[src/rtl/core_sequencer_if.sv]
// Instruction- and data-memory handshake bundle between the sequencer and memory.
// master = sequencer side, slave = memory side.
interface core_sequencer_if;
  logic        imem_req;
  logic        imem_gnt;
  logic        imem_rvalid;
  logic [31:0] imem_rdata;
  logic        dmem_req;
  logic        dmem_we;
  logic        dmem_gnt;
  logic        dmem_rvalid;

  modport master (
    output imem_req,
    input  imem_gnt,
    input  imem_rvalid,
    input  imem_rdata,
    output dmem_req,
    output dmem_we,
    input  dmem_gnt,
    input  dmem_rvalid
  );

  modport slave (
    input  imem_req,
    output imem_gnt,
    output imem_rvalid,
    output imem_rdata,
    input  dmem_req,
    input  dmem_we,
    output dmem_gnt,
    output dmem_rvalid
  );
endinterface

[src/rtl/core_sequencer.sv]
// Multi-cycle RV32I control sequencer: owns PC/IR, steps fetch-decode-execute-mem-writeback,
// drives the memory handshakes and halts on an illegal opcode or a memory timeout.
module core_sequencer #(
  parameter logic [31:0] RESET_PC = 32'h0000_0000,
  parameter int          TIMEOUT  = 255,
  parameter int          CNT_W    = 32
) (
  input  logic              clk,
  input  logic              rstn,
  input  logic              run,
  input  logic [31:0]       next_pc,
  output logic [31:0]       pc,
  output logic [31:0]       ir,
  input  logic              dec_reg_wr_en,
  input  logic              dec_ram_wr_en,
  input  logic              dec_reg_write_data_src,
  output logic              rf_wr_en,
  output logic              halted,
  output logic [1:0]        err,
  output logic [CNT_W-1:0]  instret,
  output logic [2:0]        state,
  core_sequencer_if.master  mem
);

  typedef enum logic [2:0] {
    IDLE   = 3'd0,
    FETCH  = 3'd1,
    FWAIT  = 3'd2,
    DECODE = 3'd3,
    EXEC   = 3'd4,
    MEM    = 3'd5,
    MWAIT  = 3'd6,
    WB     = 3'd7
  } state_e;

  typedef enum logic [1:0] {
    ERR_NONE  = 2'd0,
    ERR_ILLOP = 2'd1,
    ERR_IMEM  = 2'd2,
    ERR_DMEM  = 2'd3
  } err_e;

  // The cycle that sees this count is the last one a transaction may occupy.
  localparam logic [15:0] TMO_LAST = 16'(TIMEOUT - 1);

  state_e             state_q,   state_d;
  logic [31:0]        pc_q,      pc_d;
  logic [31:0]        ir_q,      ir_d;
  logic [CNT_W-1:0]   instret_q, instret_d;
  logic               halted_q,  halted_d;
  err_e               err_q,     err_d;
  logic [15:0]        tmoCnt_q,  tmoCnt_d;

  logic               opLegal;
  logic               tmoLast;

  function automatic logic isLegalOp(input logic [6:0] op);
    case (op)
      7'b0110011, 7'b0010011, 7'b0000011,
      7'b0100011, 7'b1100011, 7'b1101111,
      7'b1100111, 7'b0110111, 7'b0010111: return 1'b1;
      default:                            return 1'b0;
    endcase
  endfunction

  assign opLegal = isLegalOp(ir_q[6:0]);
  assign tmoLast = (tmoCnt_q == TMO_LAST);

  always_ff @(posedge clk or negedge rstn) begin
    if (!rstn) begin
      state_q   <= IDLE;
      pc_q      <= RESET_PC;
      ir_q      <= '0;
      instret_q <= '0;
      halted_q  <= 1'b0;
      err_q     <= ERR_NONE;
      tmoCnt_q  <= '0;
    end else begin
      state_q   <= state_d;
      pc_q      <= pc_d;
      ir_q      <= ir_d;
      instret_q <= instret_d;
      halted_q  <= halted_d;
      err_q     <= err_d;
      tmoCnt_q  <= tmoCnt_d;
    end
  end

  // The timeout count defaults to zero, which clears it on entry to FETCH and MEM.
  always_comb begin
    state_d   = state_q;
    pc_d      = pc_q;
    ir_d      = ir_q;
    instret_d = instret_q;
    halted_d  = halted_q;
    err_d     = err_q;
    tmoCnt_d  = '0;

    case (state_q)
      IDLE: begin
        if (run && !halted_q) begin
          state_d = FETCH;
        end
      end

      FETCH: begin
        tmoCnt_d = tmoCnt_q + 16'd1;
        if (tmoLast) begin
          err_d    = ERR_IMEM;
          halted_d = 1'b1;
          state_d  = IDLE;
        end else if (mem.imem_gnt) begin
          state_d = FWAIT;
        end
      end

      FWAIT: begin
        tmoCnt_d = tmoCnt_q + 16'd1;
        if (mem.imem_rvalid) begin
          ir_d    = mem.imem_rdata;
          state_d = DECODE;
        end else if (tmoLast) begin
          err_d    = ERR_IMEM;
          halted_d = 1'b1;
          state_d  = IDLE;
        end
      end

      DECODE: begin
        if (opLegal) begin
          state_d = EXEC;
        end else begin
          err_d    = ERR_ILLOP;
          halted_d = 1'b1;
          state_d  = IDLE;
        end
      end

      EXEC: begin
        if (dec_reg_write_data_src || dec_ram_wr_en) begin
          state_d = MEM;
        end else begin
          state_d = WB;
        end
      end

      MEM: begin
        tmoCnt_d = tmoCnt_q + 16'd1;
        if (tmoLast) begin
          err_d    = ERR_DMEM;
          halted_d = 1'b1;
          state_d  = IDLE;
        end else if (mem.dmem_gnt) begin
          state_d = MWAIT;
        end
      end

      MWAIT: begin
        tmoCnt_d = tmoCnt_q + 16'd1;
        if (mem.dmem_rvalid) begin
          state_d = WB;
        end else if (tmoLast) begin
          err_d    = ERR_DMEM;
          halted_d = 1'b1;
          state_d  = IDLE;
        end
      end

      WB: begin
        pc_d      = next_pc;
        instret_d = instret_q + CNT_W'(1);
        state_d   = run ? FETCH : IDLE;
      end

      default: begin
        state_d = IDLE;
      end
    endcase
  end

  // Requests decode straight from state so an async reset drops them at once.
  assign mem.imem_req = (state_q == FETCH);
  assign mem.dmem_req = (state_q == MEM);
  assign mem.dmem_we  = (state_q == MEM) && dec_ram_wr_en;
  assign rf_wr_en     = (state_q == WB)  && dec_reg_wr_en;

  assign pc      = pc_q;
  assign ir      = ir_q;
  assign instret = instret_q;
  assign halted  = halted_q;
  assign err     = err_q;
  assign state   = state_q;

endmodule

[src/flat_wrapper.sv]
// flat-port wrapper written by rule: the top's interface ports become plain ports
module core_sequencer_flat 
#(
  parameter logic [31:0] RESET_PC = 32'h0000_0000,
  parameter int          TIMEOUT  = 255,
  parameter int          CNT_W    = 32
)
  (clk, rstn, run, next_pc, pc, ir, dec_reg_wr_en, dec_ram_wr_en, dec_reg_write_data_src, rf_wr_en, halted, err, instret, state, mem_imem_req, mem_imem_gnt, mem_imem_rvalid, mem_imem_rdata, mem_dmem_req, mem_dmem_we, mem_dmem_gnt, mem_dmem_rvalid);
  core_sequencer_if mem_i ();
  input  logic clk;
  input  logic rstn;
  input  logic run;
  input  logic [31:0] next_pc;
  output logic [31:0] pc;
  output logic [31:0] ir;
  input  logic dec_reg_wr_en;
  input  logic dec_ram_wr_en;
  input  logic dec_reg_write_data_src;
  output logic rf_wr_en;
  output logic halted;
  output logic [1:0] err;
  output logic [CNT_W-1:0] instret;
  output logic [2:0] state;
  output wire logic [$bits(mem_i.imem_req)-1:0] mem_imem_req;
  input wire logic [$bits(mem_i.imem_gnt)-1:0] mem_imem_gnt;
  input wire logic [$bits(mem_i.imem_rvalid)-1:0] mem_imem_rvalid;
  input wire logic [$bits(mem_i.imem_rdata)-1:0] mem_imem_rdata;
  output wire logic [$bits(mem_i.dmem_req)-1:0] mem_dmem_req;
  output wire logic [$bits(mem_i.dmem_we)-1:0] mem_dmem_we;
  input wire logic [$bits(mem_i.dmem_gnt)-1:0] mem_dmem_gnt;
  input wire logic [$bits(mem_i.dmem_rvalid)-1:0] mem_dmem_rvalid;
  assign mem_imem_req = mem_i.imem_req;
  assign mem_i.imem_gnt = mem_imem_gnt;
  assign mem_i.imem_rvalid = mem_imem_rvalid;
  assign mem_i.imem_rdata = mem_imem_rdata;
  assign mem_dmem_req = mem_i.dmem_req;
  assign mem_dmem_we = mem_i.dmem_we;
  assign mem_i.dmem_gnt = mem_dmem_gnt;
  assign mem_i.dmem_rvalid = mem_dmem_rvalid;
  core_sequencer #(.RESET_PC(RESET_PC), .TIMEOUT(TIMEOUT), .CNT_W(CNT_W)) u_core (.clk(clk), .rstn(rstn), .run(run), .next_pc(next_pc), .pc(pc), .ir(ir), .dec_reg_wr_en(dec_reg_wr_en), .dec_ram_wr_en(dec_ram_wr_en), .dec_reg_write_data_src(dec_reg_write_data_src), .rf_wr_en(rf_wr_en), .halted(halted), .err(err), .instret(instret), .state(state), .mem(mem_i));
endmodule
[config.mk]
export PLATFORM = sky130hd
export DESIGN_NAME = core_sequencer_flat
export DESIGN_NICKNAME = d
export VERILOG_FILES = /design/src/rtl/core_sequencer_if.sv /design/src/rtl/core_sequencer.sv /design/src/flat_wrapper.sv
export SDC_FILE = /design/constraint.sdc
export NUM_CORES = 1
export LEC_CHECK = 0
export CORE_AREA = 2 2 134 136
export CTS_CLUSTER_DIAMETER = 120
export DETAILED_ROUTE_END_ITERATION = 6
export DIE_AREA = 0 0 136 138
export GPL_ROUTABILITY_DRIVEN = 0
export MAX_ROUTING_LAYER = met4
export PLACE_DENSITY_LB_ADDON = 0.1
export SYNTH_ARGS = -nofsm -noshare
export SYNTH_HDL_FRONTEND = slang
export SYNTH_SLANG_ARGS = --single-unit
[constraint.sdc]
create_clock -name clk -period 2.75 [get_ports clk]
set_input_delay 0.55 -clock clk [delete_from_list [all_inputs] [get_ports clk]]
set_output_delay 0.55 -clock clk [all_outputs]
set_load 0.05 [all_outputs]
==> results of run 1 <==
## final cells by class
cell class | instances | area [um^2] | area share, %
multi-input cells | 330 | 2020 | 26.0
flip-flops and latches | 118 | 2950 | 38.0
clock buffers | 21 | 450 | 5.80
repair buffers | 191 | 1910 | 24.6
well taps | 229 | 287 | 3.69
clock inverters | 11 | 104 | 1.34
inverters | 11 | 41.3 | 0.532
## state kept, by name (all words and copies together) (netlist names)
register / count
u_core.halted: 1
u_core.pc: 32
u_core.err: 2
u_core.tmoCnt_q: 16
u_core.ir: 32
u_core.instret: 32
u_core.state: 3
## kinds of logic after synthesis
logic type	Yosys count
compound gates	32
xor+xnor	43
fa+ha+maj	3
buf+inv	31
flops	118
mux	34
simple gates	218
## where the power goes
| group | total [W] | internal [W] | switching, W |
|---|---|---|---|
| Sequential | 0.00267 | 0.00229 | 0.000375 |
| Combinational | 0.00430 | 0.00151 | 0.00279 |
| Clock | 0.00207 | 0.00126 | 0.000807 |
| Total | 0.00904 | 0.00506 | 0.00398 |
## final timing paths
check | startpoint | end | slack (ps) | depth (start not counted)
min in group clk | u_core.instret[31] | u_core.instret[31] | 470 | 1
hold reg to reg | u_core.instret[31] | u_core.instret[31] | 470 | 1
hold / removal | rstn | u_core.ir[3] | 140 | 1
setup reg to reg | u_core.instret[5] | u_core.instret[22] | 680 | 4
setup / recovery | u_core.state[0] | state[0] | 250 | 1
max in group asynchronous | rstn | u_core.pc[11] | 1880 | 2
## routing by layer
| metal | track usage [%] | routed length (um) |
|---|---|---|
| met3 | 6.97 | 1240 |
| met1 | 19.1 | 5900 |
| met5 | - | 0 |
| met2 | 23.2 | 6320 |
| met4 | 5.87 | 208 |
## stage by stage
stage	total power [W]	setup slack, ps	cell area [um^2]	hold WS, ps	cells
2_1_floorplan	0.00547	112	5110	254	479
3_3_place_gp	0.00698	670	7210	457	879
3_5_place_dp	0.00703	664	7210	461	879
4_1_cts	0.00917	214	7760	162	911
5_1_grt	0.00951	157	7760	184	911
6_report	0.00904	253	7760	141	911
## synthesized netlist by cell type (2+ instances only)
cell,n
mux2_2,33
and3_1,6
nand2_1,118
inv_1,11
xnor2_1,26
o21ai_0,10
nor3_1,12
a21oi_1,12
xor2_1,17
o31ai_1,2
nand3_1,20
buf_6,2
nor2b_1,2
nand2b_1,2
and4_1,7
nand4_1,12
nor2_1,17
buf_2,4
dfrtp_1,118
ha_1,3
clkbuf_1,13
a31oi_1,2
and2_1,4
or3_2,3
nor4_1,8
==> impl_metrics.py, run 1 <==
metrics = {
    "setup_path": {
        "cp-end-kind": "output pin",
        "path_max_fanout": 15,
        "arrival_ps": 1950,
        "cp-start-kind": "register",
        "worstSetupPathType": "register to output pin",
        "slowest_stage": "clkdlybuf4s50_1",
        "cp_cell_sequence": "clkdlybuf4s50_1",
        "critPathTopFamily": "buffers and inverters",
        "path_buf_inv": 1,
        "required_ps": 2200,
        "cp_slowest_stage_delay_ps": 920,
    },
    "timing": {
        "min_period_ps": 2500,
        "hold_violations": 0,
        "setup_violations": 0,
        "fmax_ghz": 0.401,
        "fin_skew_ps": 8.22,
        "max_slew.worst_pin.slew_ps": 606,
        "slew_viol_final": 0,
        "min_period_over_period_pct": 90.8,
        "slew_headroom_pct": 59.6,
        "rsz0062_at_grt": "false",
        "finalSetupTns_ps": 0,
    },
    "floorplan": {
        "start_util_pct": 29.1,
        "die_area_um2": 18800,
        "io_pins": 180,
        "coreArea_um2": 17500,
        "chipHeight_um": 138,
        "rows": 49,
        "die_w_um": 136,
    },
    "logic_synthesis": {
        "synth-compound-area-share_pct": 3.67,
        "ys_seq_area_share_pct": 57.8,
        "yosysTopAreaCell": "dfrtp_1",
        "ys_warn_count": 0,
        "ys_types": 40,
        "synth_top_family_by_area": "simple AND/OR/NAND/NOR gates",
        "synth-adder-area-share_pct": 0.735,
        "synth-seq-cells": 118,
        "syn_inst": 479,
        "ys_top_cells_by_area": "dfrtp_1, nand2_1, mux2_2",
        "yosys.area_share.simple_pct": 20.2,
        "yosysTopAreaCellShare_pct": 57.8,
        "avgSynthCellArea_um2": 10.7,
        "async_reset_ff_share_pct": 100,
        "synth_edf_count": 0,
        "syn_area_um2": 5110,
        "synth_ff_type": "dfrtp_1",
        "synth-xor-area-share_pct": 7.37,
        "syn_nets": 556,
        "synthMuxAreaShare_pct": 7.47,
    },
    "routing": {
        "drtIter0Drc": 204,
        "antenna_left": 0,
        "drcViolationCount": 0,
        "routed_wl_um": 13700,
        "via_count": 4169,
        "drt_pass1_iterations": 4,
        "wire_per_inst_um": 15.0,
        "vias_per_cell": 4.58,
    },
    "global_route": {
        "first_global_vias": 4338,
        "antenna_found_initial": 0,
        "grt_max_degree": 43,
        "grt_pass1_wl_um": 22400,
        "grt_util_all_layers_pct": 15.8,
        "overflow": 0,
    },
    "clock_tree": {
        "clk_pin_slew_ps": 50,
        "clock_latency_ps": 420,
        "holdBufCountCts": 0,
        "cts_made_buffers": 17,
        "cts_buffer_depth": 2,
        "clock_sinks": 118,
        "post_cts_buffers": 0,
        "post_cts_resized": 0,
        "cts.htree.levels": 4,
        "tritoncts": "yes",
        "clock-root-buffer": "clkbuf_16",
    },
    "cells_and_area": {
        "syn2layout_area_growth_pct": 52.0,
        "layout.nets": 746,
        "drive_above_1_share_pct": 12.9,
        "layout_common_cells": "clkdlybuf4s50_1, nand2_1, dfrtp_1",
        "fillers": 1725,
        "diodes": 0,
        "mostFrequentLayoutCell": "clkdlybuf4s50_1",
        "fin_util_pct": 44.3,
    },
    "power": {
        "vdd_ir_drop_max_v": 0.000661,
        "p_leak_nw": 3.34,
        "p_per_area_nw_per_um2": 1160,
    },
    "hold_path": {
        "hold_path_class": "input port to asynchronous set/reset pin",
    },
    "place": {
        "io_buffers": 179,
        "dpl.hpwl_um": 9960,
    },
    "outcome": {
        "outcome": "finished, final reports clean",
    },
    "flow_run": {
        "drv_cap": 0,
    },
}
Note: power is estimated with default switching activity, not from simulation.
==> run 2: changes to the inputs <==
--- a/config.mk
+++ b/config.mk
@@ -5,11 +5,12 @@
 export SDC_FILE = /design/constraint.sdc
 export NUM_CORES = 1
 export LEC_CHECK = 0
+export ABC_AREA = 0
 export CORE_AREA = 2 2 134 136
-export CTS_CLUSTER_DIAMETER = 120
 export DETAILED_ROUTE_END_ITERATION = 6
 export DIE_AREA = 0 0 136 138
 export GPL_ROUTABILITY_DRIVEN = 0
+export GPL_TIMING_DRIVEN = 0
 export MAX_ROUTING_LAYER = met4
 export PLACE_DENSITY_LB_ADDON = 0.1
 export SYNTH_ARGS = -nofsm -noshare
==> impl_metrics.py, run 2 (same netlist as run 1, synthesis figures left out) <==
metrics = {
    "routing": {
        "antenna_left": 0,
        "routed_wl_um": 13700,
        "vias_per_cell": 4.52,
        "via_count": 4155,
        "drtIter0Drc": 162,
        "drt_pass1_iterations": 4,
        "wire_per_inst_um": 14.9,
        "drcViolationCount": 0,
    },
    "global_route": {
        "busiest_layer": "met2",
        "met3_usage_pct": 6.75,
        "overflow": 0,
        "grt_max_degree": 63,
        "antenna_found_initial": 0,
        "grt_pass1_wl_um": 22300,
        "grt_util_all_layers_pct": 15.6,
        "use_met2_pct": 23.6,
        "first_global_vias": 4313,
        "use_met1_pct": 18.8,
    },
    "floorplan": {
        "die_area_um2": 18800,
        "start_util_pct": 29.1,
        "io_pins": 180,
        "coreArea_um2": 17500,
        "chipHeight_um": 138,
        "die_w_um": 136,
        "rows": 49,
    },
    "setup_path": {
        "cp-start-kind": "register",
        "cp_slowest_stage_delay_ps": 380,
        "arrival_ps": 2040,
        "slowest_stage": "clkdlybuf4s15_2",
        "cp_cell_sequence": "buf_4, clkbuf_1, nor2b_1, and3_1, clkdlybuf4s15_2",
        "path_max_fanout": 10,
        "required_ps": 2200,
        "worstSetupPathType": "register to output pin",
        "cp-end-kind": "output pin",
    },
    "timing": {
        "rsz0062_at_grt": "false",
        "hold_violations": 0,
        "fmax_ghz": 0.386,
        "finalWorstSetupSlack_ps": 159,
        "finalSetupTns_ps": 0,
        "min_period_ps": 2590,
        "min_period_over_period_pct": 94.2,
        "max_slew.worst_pin.slew_ps": 775,
        "slew_viol_final": 0,
        "fin_skew_ps": 8.00,
        "setup_violations": 0,
        "slew_headroom_pct": 47.9,
    },
    "power": {
        "seqPwrFrac_pct": 29.2,
        "vdd_ir_drop_max_v": 0.000829,
        "p_per_area_nw_per_um2": 1160,
        "power.total_w": 0.00903,
        "swShare_pct": 44.2,
        "p_leak_nw": 3.35,
        "p_switching_w": 0.00399,
        "pwr-share-clk_pct": 22.7,
        "p_int_w": 0.00504,
        "combinationalPowerShare_pct": 48.1,
    },
    "place": {
        "numPlacedInstances": 888,
        "dpl.hpwl_um": 9910,
        "pre_cts_ws_ps": -99.5,
        "io_buffers": 179,
    },
    "cells_and_area": {
        "mostFrequentLayoutCell": "clkdlybuf4s50_1",
        "drive_above_1_share_pct": 12.2,
        "layout_common_cells": "clkdlybuf4s50_1, nand2_1, dfrtp_1",
        "fillers": 1699,
        "syn2layout_area_growth_pct": 51.8,
        "diodes": 0,
        "stdcell_count": 919,
        "layout.nets": 754,
        "fin_util_pct": 44.2,
    },
    "clock_tree": {
        "clk_pin_slew_ps": 50,
        "clock_sinks": 118,
        "clock_latency_ps": 410,
        "cts.htree.levels": 4,
        "tritoncts": "yes",
        "cts_made_buffers": 17,
        "clock-root-buffer": "clkbuf_16",
        "cts_buffer_depth": 2,
    },
    "hold_path": {
        "hold_path_class": "input port to asynchronous set/reset pin",
    },
    "flow_run": {
        "drv_cap": 0,
    },
    "outcome": {
        "outcome": "finished, final reports clean",
    },
}
run 2: cell types whose count changed in the layout (fill, tap and decap cells not counted), sizes merged:
cell,change
buf,-8
clkinvlp,-4
inv,+1
dlygate4sd2,+1
clkinv,+4
clkbuf,+12
clkdlybuf4s15,+2
run 2: area by class of cell:
type	instances	area, um^2	area share, %
Clock inverter	12	106	1.37
Sequential cell	118	2950	38.1
Buffer	19	96.3	1.24
Clock buffer	20	437	5.63
Inverter	11	41.3	0.533
Tap cell	229	287	3.70
Multi-Input combinational cell	330	2020	26.0
Timing Repair Buffer	180	1820	23.4
run 2: worst paths after layout:
path | startpoint | endpoint | slack [ps] | depth (start not counted)
max | u_core.state[1] | mem_dmem_we | 160 | 5
min | rstn | u_core.instret[14] | 110 | 1
max reg2reg | u_core.state[2] | u_core.ir[4] | 430 | 5
min reg2reg | u_core.pc[28] | u_core.pc[28] | 470 | 2
max in group asynchronous | rstn | u_core.pc[6] | 1950 | 2
min in group clk | u_core.pc[28] | u_core.pc[28] | 470 | 2
run 2: timing repair:
action                     4_1_cts  5_1_grt
pin swaps                        0        0
resized for setup               10        3
setup endpoints to repair        4        4
buffers inserted                 0        0
hold buffers                     0        0
run 2: worst max-delay path: cells and delay by family, from the launching register on:
kind | cells | cell delay, ps
buf+inv | 3 | 750
flops | 1 | 370
simple gates | 2 | 510
run 2: stage by stage:
stage	hold WS, ps	cell area [um^2]
floorplan	254	5110
global placement	458	7190
detailed placement	462	7210
CTS	126	7760
global route	140	7750
finish	113	7750
run 2: power groups by stage:
stage	Sequential (W)	Combinational, W	Clock [W]
after global placement	0.00263	0.00436	0
after floorplan	0.00448	0.000993	0
final	0.00264	0.00435	0.00205
after detailed placement	0.00266	0.00439	0
after CTS	0.00265	0.00439	0.00211
after global routing	0.00272	0.00458	0.00220
run 2: per-layer routing:
metal	vias to the layer above	share of wire (%)
li1	2031	-
met1	1984	44
met2	133	47
met3	7	8.4
met4	0	0.64
met5	-	0
==> run 3: changes to the inputs <==
--- a/config.mk
+++ b/config.mk
@@ -9,7 +9,6 @@
 export CORE_AREA = 2 2 134 136
 export DETAILED_ROUTE_END_ITERATION = 6
 export DIE_AREA = 0 0 136 138
-export GPL_ROUTABILITY_DRIVEN = 0
 export GPL_TIMING_DRIVEN = 0
 export MAX_ROUTING_LAYER = met4
 export PLACE_DENSITY_LB_ADDON = 0.1
==> results of run 3 <==
Same layout as run 2: the final DEF is identical, and so are final timing and power.
